<file path="config.mk">
export PLATFORM = sky130hd
export DESIGN_NAME = calendar_ctrl
export DESIGN_NICKNAME = d
export VERILOG_FILES = /design/src/rtl/calendar_ctrl_pkg.sv /design/src/rtl/calendar_ctrl_days_in_month.sv /design/src/rtl/calendar_ctrl.sv
export SDC_FILE = /design/constraint.sdc
export NUM_CORES = 1
export LEC_CHECK = 0
export CORE_MARGIN = 2
export CORE_UTILIZATION = 30
export DETAILED_ROUTE_END_ITERATION = 8
export GPL_ROUTABILITY_DRIVEN = 0
export HOLD_SLACK_MARGIN = 0.05
export SLEW_MARGIN = 25
export SYNTH_ARGS = -nofsm -noshare
export SYNTH_HDL_FRONTEND = slang
export SYNTH_SLANG_ARGS = --single-unit
</file>
<file path="constraint.sdc">
create_clock -name clk -period 5.77 [get_ports clk]
set_clock_uncertainty 0.2 [all_clocks]
set_input_delay 1.154 -clock clk [delete_from_list [all_inputs] [get_ports clk]]
set_output_delay 1.154 -clock clk [all_outputs]
set_load 0.02 [all_outputs]
</file>
<file path="src/rtl/calendar_ctrl_pkg.sv">
// Shared constants for the calendar sequencer.
// Contents: field indices, FSM state codes, the 30-day month mask, the default
//           hour limit and a field one-hot helper.
// Build option: CALENDAR_CTRL_LEAP_EN (used in days_in_month) enables 29-day February.
package clock_pkg;

    localparam logic [2:0] FLD_SEC   = 3'd0;
    localparam logic [2:0] FLD_MIN   = 3'd1;
    localparam logic [2:0] FLD_HOUR  = 3'd2;
    localparam logic [2:0] FLD_DAY   = 3'd3;
    localparam logic [2:0] FLD_MONTH = 3'd4;
    localparam logic [2:0] FLD_YEAR  = 3'd5;

    localparam logic [2:0] ST_IDLE       = 3'd0;
    localparam logic [2:0] ST_PULSE      = 3'd1;
    localparam logic [2:0] ST_WAIT       = 3'd2;
    localparam logic [2:0] ST_CLAMP      = 3'd3;
    localparam logic [2:0] ST_CLAMP_WAIT = 3'd4;
    localparam logic [2:0] ST_EDIT       = 3'd5;

    // Bit m set when month m has 30 days (April, June, September, November).
    localparam logic [15:0] DAYS_30_MASK = 16'h0A50;

    localparam logic [4:0] HOUR_MAX_DEFAULT = 5'd23;

    function automatic logic [5:0] field_onehot(input logic [2:0] fld);
        return 6'b000001 << fld;
    endfunction

endpackage

</file>
<file path="src/rtl/calendar_ctrl_days_in_month.sv">
// days_in_month: number of days in the current month.
// Ports: month (1..12, anything else reads as 31 days), year (0..99), day_num out.
// Build option: CALENDAR_CTRL_LEAP_EN gives February 29 days when year[1:0]==0;
// without it February is always 28 and year is ignored.
module days_in_month
    import clock_pkg::*;
(
    input  logic [3:0] month,
    input  logic [6:0] year,
    output logic [4:0] day_num
);

    // Year bits that do not take part in the leap decision are collected here.
    logic unused_year_s;
    assign unused_year_s = ^year;

    // Month length lookup; out-of-range months fall back to 31.
    always_comb begin
        day_num = 5'd31;
        if (month == 4'd2) begin
`ifdef CALENDAR_CTRL_LEAP_EN
            if (year[1:0] == 2'd0) begin
                day_num = 5'd29;
            end else begin
                day_num = 5'd28;
            end
`else
            day_num = 5'd28;
`endif
        end else if (DAYS_30_MASK[month]) begin
            day_num = 5'd30;
        end else begin
            day_num = 5'd31;
        end
    end

endmodule

</file>
<file path="src/rtl/calendar_ctrl.sv">
// calendar_ctrl: sequencer for the six-field calendar counter bank
// (sec/min/hour/day/month/year). Turns tick_1hz into one inc pulse per field,
// rippling carries field by field, runs the edit mode and clamps the day field.
// Ports: clk, reset_n (async active low), tick_1hz, btn_mode/btn_up/btn_down,
//        day/month/year and done_inc/done_dec from the counters;
//        cnt_inc/cnt_dec/cnt_en to the counters, day_num, hour_num,
//        edit_field, editing.
// Build option: CALENDAR_CTRL_LEAP_EN (see days_in_month).
module calendar_ctrl
    import clock_pkg::*;
#(
    parameter logic [4:0] HOUR_MAX = HOUR_MAX_DEFAULT
) (
    input  logic       clk,
    input  logic       reset_n,
    input  logic       tick_1hz,
    input  logic       btn_mode,
    input  logic       btn_up,
    input  logic       btn_down,
    input  logic [4:0] day,
    input  logic [3:0] month,
    input  logic [6:0] year,
    input  logic [4:0] done_inc,
    input  logic [4:0] done_dec,
    output logic [5:0] cnt_inc,
    output logic [5:0] cnt_dec,
    output logic [5:0] cnt_en,
    output logic [4:0] day_num,
    output logic [4:0] hour_num,
    output logic [2:0] edit_field,
    output logic       editing
);

    logic [2:0] state_r, state_s;
    logic [2:0] k_r, k_s;
    logic [2:0] fld_r, fld_s;
    logic       pend_r, pend_s;
    logic       modep_r, modep_s;
    logic       editing_r, editing_s;
    logic [5:0] inc_r, inc_s;
    logic [5:0] dec_r, dec_s;
    logic [5:0] en_r, en_s;
    logic [4:0] day_num_r;
    logic [4:0] day_num_s;
    logic [5:0] done_ext_s;

    // Decrement wraps never borrow, so done_dec is not consumed.
    logic unused_s;
    assign unused_s = ^done_dec;

    assign done_ext_s = {1'b0, done_inc};

    days_in_month u_dim (
        .month   (month),
        .year    (year),
        .day_num (day_num_s)
    );

    // Next-state, pending flags and next pulse/enable values.
    always_comb begin
        state_s   = state_r;
        k_s       = k_r;
        fld_s     = fld_r;
        editing_s = editing_r;
        modep_s   = modep_r;
        pend_s    = pend_r | (tick_1hz & (state_r != ST_IDLE));
        inc_s     = 6'b000000;
        dec_s     = 6'b000000;
        case (state_r)
            ST_IDLE: begin
                if (tick_1hz | pend_r) begin
                    // A tick wins; a coincident mode press is kept for later.
                    state_s = ST_PULSE;
                    k_s     = FLD_SEC;
                    inc_s   = field_onehot(FLD_SEC);
                    pend_s  = 1'b0;
                    modep_s = modep_r | btn_mode;
                end else if (btn_mode | modep_r) begin
                    state_s   = ST_EDIT;
                    fld_s     = FLD_SEC;
                    editing_s = 1'b1;
                    modep_s   = 1'b0;
                end else begin
                    state_s = ST_IDLE;
                end
            end
            ST_PULSE: begin
                state_s = ST_WAIT;
            end
            ST_WAIT: begin
                // done_inc for field k is visible here, one cycle after its pulse.
                if ((k_r < FLD_YEAR) && done_ext_s[k_r]) begin
                    state_s = ST_PULSE;
                    k_s     = k_r + 3'd1;
                    inc_s   = field_onehot(k_r + 3'd1);
                end else begin
                    state_s = ST_CLAMP;
                end
            end
            ST_CLAMP: begin
                // Compare against the unregistered month length so a month
                // change from the previous cycle is already reflected.
                if (day > day_num_s) begin
                    state_s = ST_CLAMP_WAIT;
                    dec_s   = field_onehot(FLD_DAY);
                end else if (editing_r) begin
                    state_s = ST_EDIT;
                end else begin
                    state_s = ST_IDLE;
                end
            end
            ST_CLAMP_WAIT: begin
                state_s = ST_CLAMP;
            end
            ST_EDIT: begin
                if (btn_mode) begin
                    if (fld_r == FLD_YEAR) begin
                        state_s   = ST_IDLE;
                        fld_s     = FLD_SEC;
                        editing_s = 1'b0;
                    end else begin
                        fld_s = fld_r + 3'd1;
                    end
                end else if (btn_up ^ btn_down) begin
                    if (btn_up) begin
                        inc_s = field_onehot(fld_r);
                    end else begin
                        dec_s = field_onehot(fld_r);
                    end
                    // Day, month and year edits can leave the day past month end.
                    if (fld_r >= FLD_DAY) begin
                        state_s = ST_CLAMP_WAIT;
                    end else begin
                        state_s = ST_EDIT;
                    end
                end else begin
                    state_s = ST_EDIT;
                end
            end
            default: begin
                state_s   = ST_IDLE;
                fld_s     = FLD_SEC;
                editing_s = 1'b0;
            end
        endcase
        // While editing only the selected field (plus a clamp on day) may move.
        if (editing_s) begin
            en_s = field_onehot(fld_s) | dec_s;
        end else begin
            en_s = 6'h3F;
        end
    end

    // State, flags and registered outputs.
    always_ff @(posedge clk or negedge reset_n) begin
        if (!reset_n) begin
            state_r   <= ST_IDLE;
            k_r       <= 3'd0;
            fld_r     <= 3'd0;
            pend_r    <= 1'b0;
            modep_r   <= 1'b0;
            editing_r <= 1'b0;
            inc_r     <= 6'b000000;
            dec_r     <= 6'b000000;
            en_r      <= 6'b000000;
            day_num_r <= 5'd31;
        end else begin
            state_r   <= state_s;
            k_r       <= k_s;
            fld_r     <= fld_s;
            pend_r    <= pend_s;
            modep_r   <= modep_s;
            editing_r <= editing_s;
            inc_r     <= inc_s;
            dec_r     <= dec_s;
            en_r      <= en_s;
            day_num_r <= day_num_s;
        end
    end

    assign cnt_inc    = inc_r;
    assign cnt_dec    = dec_r;
    assign cnt_en     = en_r;
    assign day_num    = day_num_r;
    assign hour_num   = HOUR_MAX;
    assign edit_field = fld_r;
    assign editing    = editing_r;

endmodule
</file>
==> results of run 1 <==
per-layer routing:
metal	global-route usage	wire length, um	vias to the layer above
met5	0	0	-
met4	0.0288	21	0
met3	0.0378	205	4
met2	0.207	1750	38
met1	0.157	1640	712
li1	-	-	706
final cells by class:
type,count,share of cell area
clock inverters,2,0.0149
clock buffers,6,0.0309
multi-input cells,116,0.354
repair buffers,44,0.186
flip-flops and latches,32,0.342
well taps,75,0.0399
inverters,20,0.0319
placed cells by master (no fill, tap or decap), drive strengths merged, types with 3 or more instances in the layout:
cell type	netlist	final
a211o	4	4
a21oi	7	7
a31oi	4	4
a32o	5	5
and2	5	5
and3	4	4
clkbuf	3	6
clkdlybuf4s50	0	43
conb	2	8
dfrtp	30	30
ha	8	8
inv	20	20
nand2	10	10
nor2	7	7
nor2b	5	5
nor3	6	6
o21ai	3	3
o311ai	7	7
logic make-up after synthesis:
logic type                 after synthesis
AOI/OAI and AO/OA                       45
xor gates and xnor gates                 1
adders and majority gates                8
buffers and inverters                   35
DFF                                     32
muxes                                    1
other                                    2
and+or+nand+nor                         53
cells in the mapped netlist, drive strengths merged (3+ instances only):
master   n  area [um2]
clkbuf   3        11.3
o311ai   7        61.3
buf     12        80.1
o21ai    3        15.0
dfrtp   30         751
nor2b    5        31.3
nor3     6        35.0
and3     4        25.0
a211o    4        35.0
nor2     7        26.3
a32o     5        50.1
inv     20        75.1
nand2   10        37.5
and2     5        33.8
ha       8         100
a21oi    7        35.0
a31oi    4        25.0
registers in the layout (all words and copies together) (netlist names):
register and count:
cnt_dec 6, cnt_en 6, cnt_inc 6, day_num 2, edit_field 3, editing 1
k_r 3, modep_r 1, pend_r 1, state_r 3
worst reg2reg max path, delay by kind of cell (launching register included):
family          cells  cell delay, ns
flops               1            0.52
buf+inv             1            0.18
compound gates      3            0.90
simple gates        1            0.33
worst max path at each step:
stage | start | endpoint | slack (ns) | cells past startpoint
floorplan | month[0] | cnt_en[3] | 2.96 | 6
global placement | month[0] | cnt_en[3] | 2.30 | 7
detailed placement | month[0] | cnt_en[3] | 2.35 | 7
CTS | month[0] | cnt_en[3] | 2.63 | 7
global route | month[0] | cnt_en[3] | 2.49 | 7
finish | month[0] | cnt_en[3] | 2.64 | 7
power breakdown:
group | internal, mW | switching [mW]
registers | 0.286 | 0.0843
clock network | 0.128 | 0.0760
logic | 0.192 | 0.210
total | 0.606 | 0.371
==> run_results.csv, run 1 <==
group,metric,value,unit
detailed_routing,dr.first_iter.drc_count,78,
grt,grt_max_degree,33,
sta,setup_viol,0,
cts,postCtsHoldBufs,0,
sta,setup_tns,0,ns
die,fp.dieArea,0.00655,mm2
logic_synthesis,ys_ff_latch,32,
sta,fin_crit,3.13,ns
logic_synthesis,synth-main-ff-cell,"dfrtp_1",
sta,rsz0062_at_grt,"no",
logic_synthesis,syn_area,0.00178,mm2
power_and_ir_drop,ir_drop,0.000166,V
logic_synthesis,synth-seq-area-share,0.452,
logic_synthesis,yosys_warnings,0,
layout,multi_input_area,833,um2
cts,cts_buffer_depth,2,
layout,nets,259,
logic_synthesis,synth_xor_area_frac,0.00493,
layout,stdcell_area,0.00235,mm2
logic_synthesis,synth_adder_area_share,0.0564,
cts,clock-sinks,32,
logic_synthesis,synth_top_family_by_area,"compound AO/OA/AOI/OAI gates",
power_and_ir_drop,leakage,1.05,nW
run,maxCapViolCount,0,
layout,post-route-util,0.404,
sta,slew_headroom,0.561,
detailed_routing,wirelength,3620,um
sta,hold_slack,0.357,ns
sta,fin_crit_sh,0.542,
layout,layout-drive-gt1-share,0.0909,
sta,tightest_slew,0.656,ns
cts,path_clk_slew,0.07,ns
critical_path,cpLargestDelayFamily,"compound AO/OA/AOI/OAI gates",
critical_path,r2r-start,"state_r[1]",
sta,clock.fmax,320,MHz
grt,grt_overflow_total,0,
min_path,hp-class,"flip-flop to flip-flop",
critical_path,critPathCaptureType,"flip-flop",
min_path,worstHoldPathCells,2,
detailed_routing,vias_per_cell,4.95,
detailed_routing,ant_nets,0,
critical_path,r2r-end,"cnt_en[2]",
logic_synthesis,async_flop_share,1.00,
critical_path,crit_chain,"clkdlybuf4s50_1, nor4b_1, ha_1, nor2b_1, o211a_1, a22oi_1, o311ai_0",
cts,cts_resized,0,
placed_design,post-place-ws,2.35,ns
logic_synthesis,synth_edf_count,0,
placed_design,dp_cells,287,
die,die_h,80.9,um
die,start_util,0.305,
critical_path,crit_type,"input pin to flip-flop",
die,core_area,0.00582,mm2
die,row_count,28,
detailed_routing,num_vias,1460,
power_and_ir_drop,power,0.976,mW
cts,cts_max_level,2,
grt,grt_use_total,0.124,
placed_design,place_area,0.00224,mm2
layout,area_delta_synth_final,32.4,%
outcome,status,"finished clean",
layout,layout.cells.non_filler,295,
placed_design,numPortBuffers,43,
die,die_w,80.9,um
critical_path,critPathRequiredTime,5.69,ns
power_and_ir_drop,cellPowerDensity,415,mW/mm2
layout,fillers,584,
placed_design,dp_hpwl,2820,um
sta,hold_viol,0,
layout,n_antenna_cell,0,
min_path,holdCritStartpoint,"modep_r",
cts,clockRootBuffer,"clkbuf_8",
grt,antenna_found_initial,0,
cts,cts_tree,"built",
cts,post-cts-setup-buffers,0,
detailed_routing,drcViolationCount,0,
grt,grt_first_pass_wirelength,6460,um
layout,regArea,803,um2
min_path,min_to,"modep_r",
logic_synthesis,yosysUniqueCellTypes,49,
logic_synthesis,synthMuxAreaShare,0.0127,
critical_path,reg2reg_slack,3.52,ns
logic_synthesis,synth-simple-area-share,0.178,
sta,maxSlewViolCount,0,
logic_synthesis,postSynthAreaPerCell,10.0,um2
critical_path,slowest_delay,0.45,ns
sta,timing.final.ws_setup,2.64,ns
logic_synthesis,synth_compound_area_frac,0.198,
critical_path,worstPathArrival,3.05,ns
cts,clock_latency,0.27,ns
detailed_routing,first_pass_iters,4,
die,ioPinCount,64,
logic_synthesis,synth_cells,177,
grt,grt_pass1_vias,1438,
critical_path,cp_max_fo,3,
cts,cts_buffers,5,
detailed_routing,routedWlPerCell,12.3,um
critical_path,cp_num_buf_inv,1,
critical_path,worst_setup_path_start_kind,"input pin",
critical_path,critPathSlowestCell,"clkdlybuf4s50_1",
critical_path,rr_worst_depth,5,
(Power assumes the default switching activity.)
==> run 2: changes to the inputs <==
Clock period 5.77 ns to 2.5 ns, I/O delays scaled along.
==> run 2 against run 1 <==
Die area did not move. Sequential power rose by 130%. Combinational power rose to 2.6 times the previous value. Largest cell class unchanged. Global-route usage rose by 0.71 points. Cell area rose by 7.5%. Clock power rose to 2.7 times the previous value. Highest routed layer unchanged. Core utilization rose by 3.0 points.
==> run_results.csv, run 2 (synthesis results as in run 1) <==
group,metric,value,unit
cts,cts_buffers,5,
cts,cts_max_level,2,
detailed_routing,vias_per_cell,4.74,
sta,timing.final.ws_setup,0.164,ns
critical_path,crit_chain,"clkdlybuf4s50_1, buf_4, nor2_1, nor3_1, a31oi_1, ha_1, nor2b_1, o211a_1, a22oi_2, o311ai_1",
power_and_ir_drop,pwr-share-seq,0.347,
die,die_h,80.9,um
critical_path,cp_max_fo,3,
layout,nets,278,
layout,regArea,803,um2
layout,fillers,592,
critical_path,worstPathArrival,2.27,ns
grt,grt_max_degree,33,
grt,antenna_found_initial,0,
detailed_routing,routedWlPerCell,12.3,um
power_and_ir_drop,p_switching,0.895,mW
sta,maxSlewViolCount,0,
critical_path,crit_type,"input pin to flip-flop",
placed_design,place_area,0.00238,mm2
power_and_ir_drop,clockPowerShare,0.224,
layout,layout-drive-gt1-share,0.172,
detailed_routing,num_vias,1488,
critical_path,slowest_delay,0.46,ns
power_and_ir_drop,ir_drop,0.000356,V
die,die_w,80.9,um
placed_design,post-place-ws,-0.319,ns
detailed_routing,ant_nets,0,
layout,n_antenna_cell,0,
layout,multi_input_area,848,um2
critical_path,critPathCaptureType,"flip-flop",
power_and_ir_drop,internal_power,1.53,mW
grt,grt_use_total,0.131,
cts,post-cts-setup-buffers,0,
outcome,status,"finished clean",
sta,fin_crit,2.34,ns
sta,setup_viol,0,
die,fp.dieArea,0.00655,mm2
die,core_area,0.00582,mm2
critical_path,critPathRequiredTime,2.44,ns
power_and_ir_drop,leakage,1.16,nW
detailed_routing,first_pass_iters,4,
placed_design,numPortBuffers,43,
run,maxCapViolCount,0,
layout,area_delta_synth_final,42.4,%
layout,post-route-util,0.435,
layout,layout.cells.non_filler,314,
power_and_ir_drop,power_frac_comb,0.429,
cts,cts_tree,"built",
layout,most-common-layout-cells,"clkdlybuf4s50_1, dfrtp_1, inv_1, buf_4, nand2_1",
grt,grt_overflow_total,0,
sta,hold_viol,0,
placed_design,dp_cells,306,
sta,clock.fmax,428,MHz
min_path,hp-class,"flip-flop to flip-flop",
critical_path,worst_setup_path_start_kind,"input pin",
sta,setup_tns,0,ns
grt,grt_first_pass_wirelength,6680,um
detailed_routing,drcViolationCount,0,
cts,clock_latency,0.29,ns
die,start_util,0.305,
die,row_count,28,
sta,rsz0062_at_grt,"no",
layout,final_common_cell,"clkdlybuf4s50_1",
power_and_ir_drop,p_sw_frac,0.368,
grt,grt_pass1_vias,1420,
critical_path,critPathSlowestCell,"clkdlybuf4s50_1",
detailed_routing,wirelength,3860,um
cts,clock-sinks,32,
detailed_routing,dr.first_iter.drc_count,96,
cts,cts_buffer_depth,2,
layout,stdcell_area,0.00253,mm2
critical_path,cpLargestDelayFamily,"compound AO/OA/AOI/OAI gates",
cts,path_clk_slew,0.08,ns
cts,clockRootBuffer,"clkbuf_8",
critical_path,cp_num_buf_inv,2,
placed_design,dp_hpwl,2960,um
die,ioPinCount,64,
sta,fin_crit_sh,0.935,
power_and_ir_drop,cellPowerDensity,961,mW/mm2
## run 2: layout make-up
class | instances | area share
Clock buffer | 7 | 0.0381
Inverter | 20 | 0.0297
Multi-Input combinational cell | 116 | 0.336
Clock inverter | 1 | 0.0119
Tap cell | 75 | 0.0371
Timing Repair Buffer | 63 | 0.230
Sequential cell | 32 | 0.318
## run 2: metrics by stage
stage / power, mW / hold WS [ns]
6_report: 2.43 / 0.375
5_1_grt: 2.63 / 0.438
4_1_cts: 2.45 / 0.395
3_5_place_dp: 1.90 / 0.376
3_3_place_gp: 1.88 / 0.351
2_1_floorplan: 1.47 / 0.00441
## run 2: metal layers
metal | global-route usage | wire, um
met1 | 0.170 | 1750
met2 | 0.217 | 1880
met3 | 0.0378 | 189
met4 | 0.0305 | 36
met5 | 0 | 0
## run 2: final timing paths
check	to	slack, ns	from	cells past startpoint
max	cnt_en[3]	0.16	month[2]	10
min	state_r[2]	0.38	editing	2
max reg2reg	k_r[1]	0.38	k_r[0]	4
min reg2reg	state_r[2]	0.38	editing	2
max in group asynchronous	day_num[1]	1.34	reset_n	2
min in group asynchronous	state_r[2]	0.43	reset_n	2
## run 2: worst register-to-register path, stage by stage, from the launching register on
cell	delay, ns
dfrtp_1	0.45
mux4_2	0.56
and2_4	0.18
or3_1	0.35
a32o_1	0.27
## run 2: power groups by stage
| stage | Combinational [mW] | Sequential [mW] | Clock [mW] |
|---|---|---|---|
| final | 1.04 | 0.844 | 0.543 |
| after global routing | 1.16 | 0.877 | 0.590 |
| after CTS | 1.05 | 0.846 | 0.557 |
| after detailed placement | 1.04 | 0.856 | 0 |
| after global placement | 1.03 | 0.852 | 0 |
| after floorplan | 0.605 | 0.863 | 0 |
## run 2: repair_timing
action	4_1_cts	5_1_grt
gates resized for setup	1	3
setup endpoints to repair	1	2
hold buffers	0	0
==> run 3: changes to the inputs <==
Settings changed: SKIP_LAST_GASP set to 1.
==> results of run 3 <==
The final DEF is identical to that of run 2; final timing and power are the same.
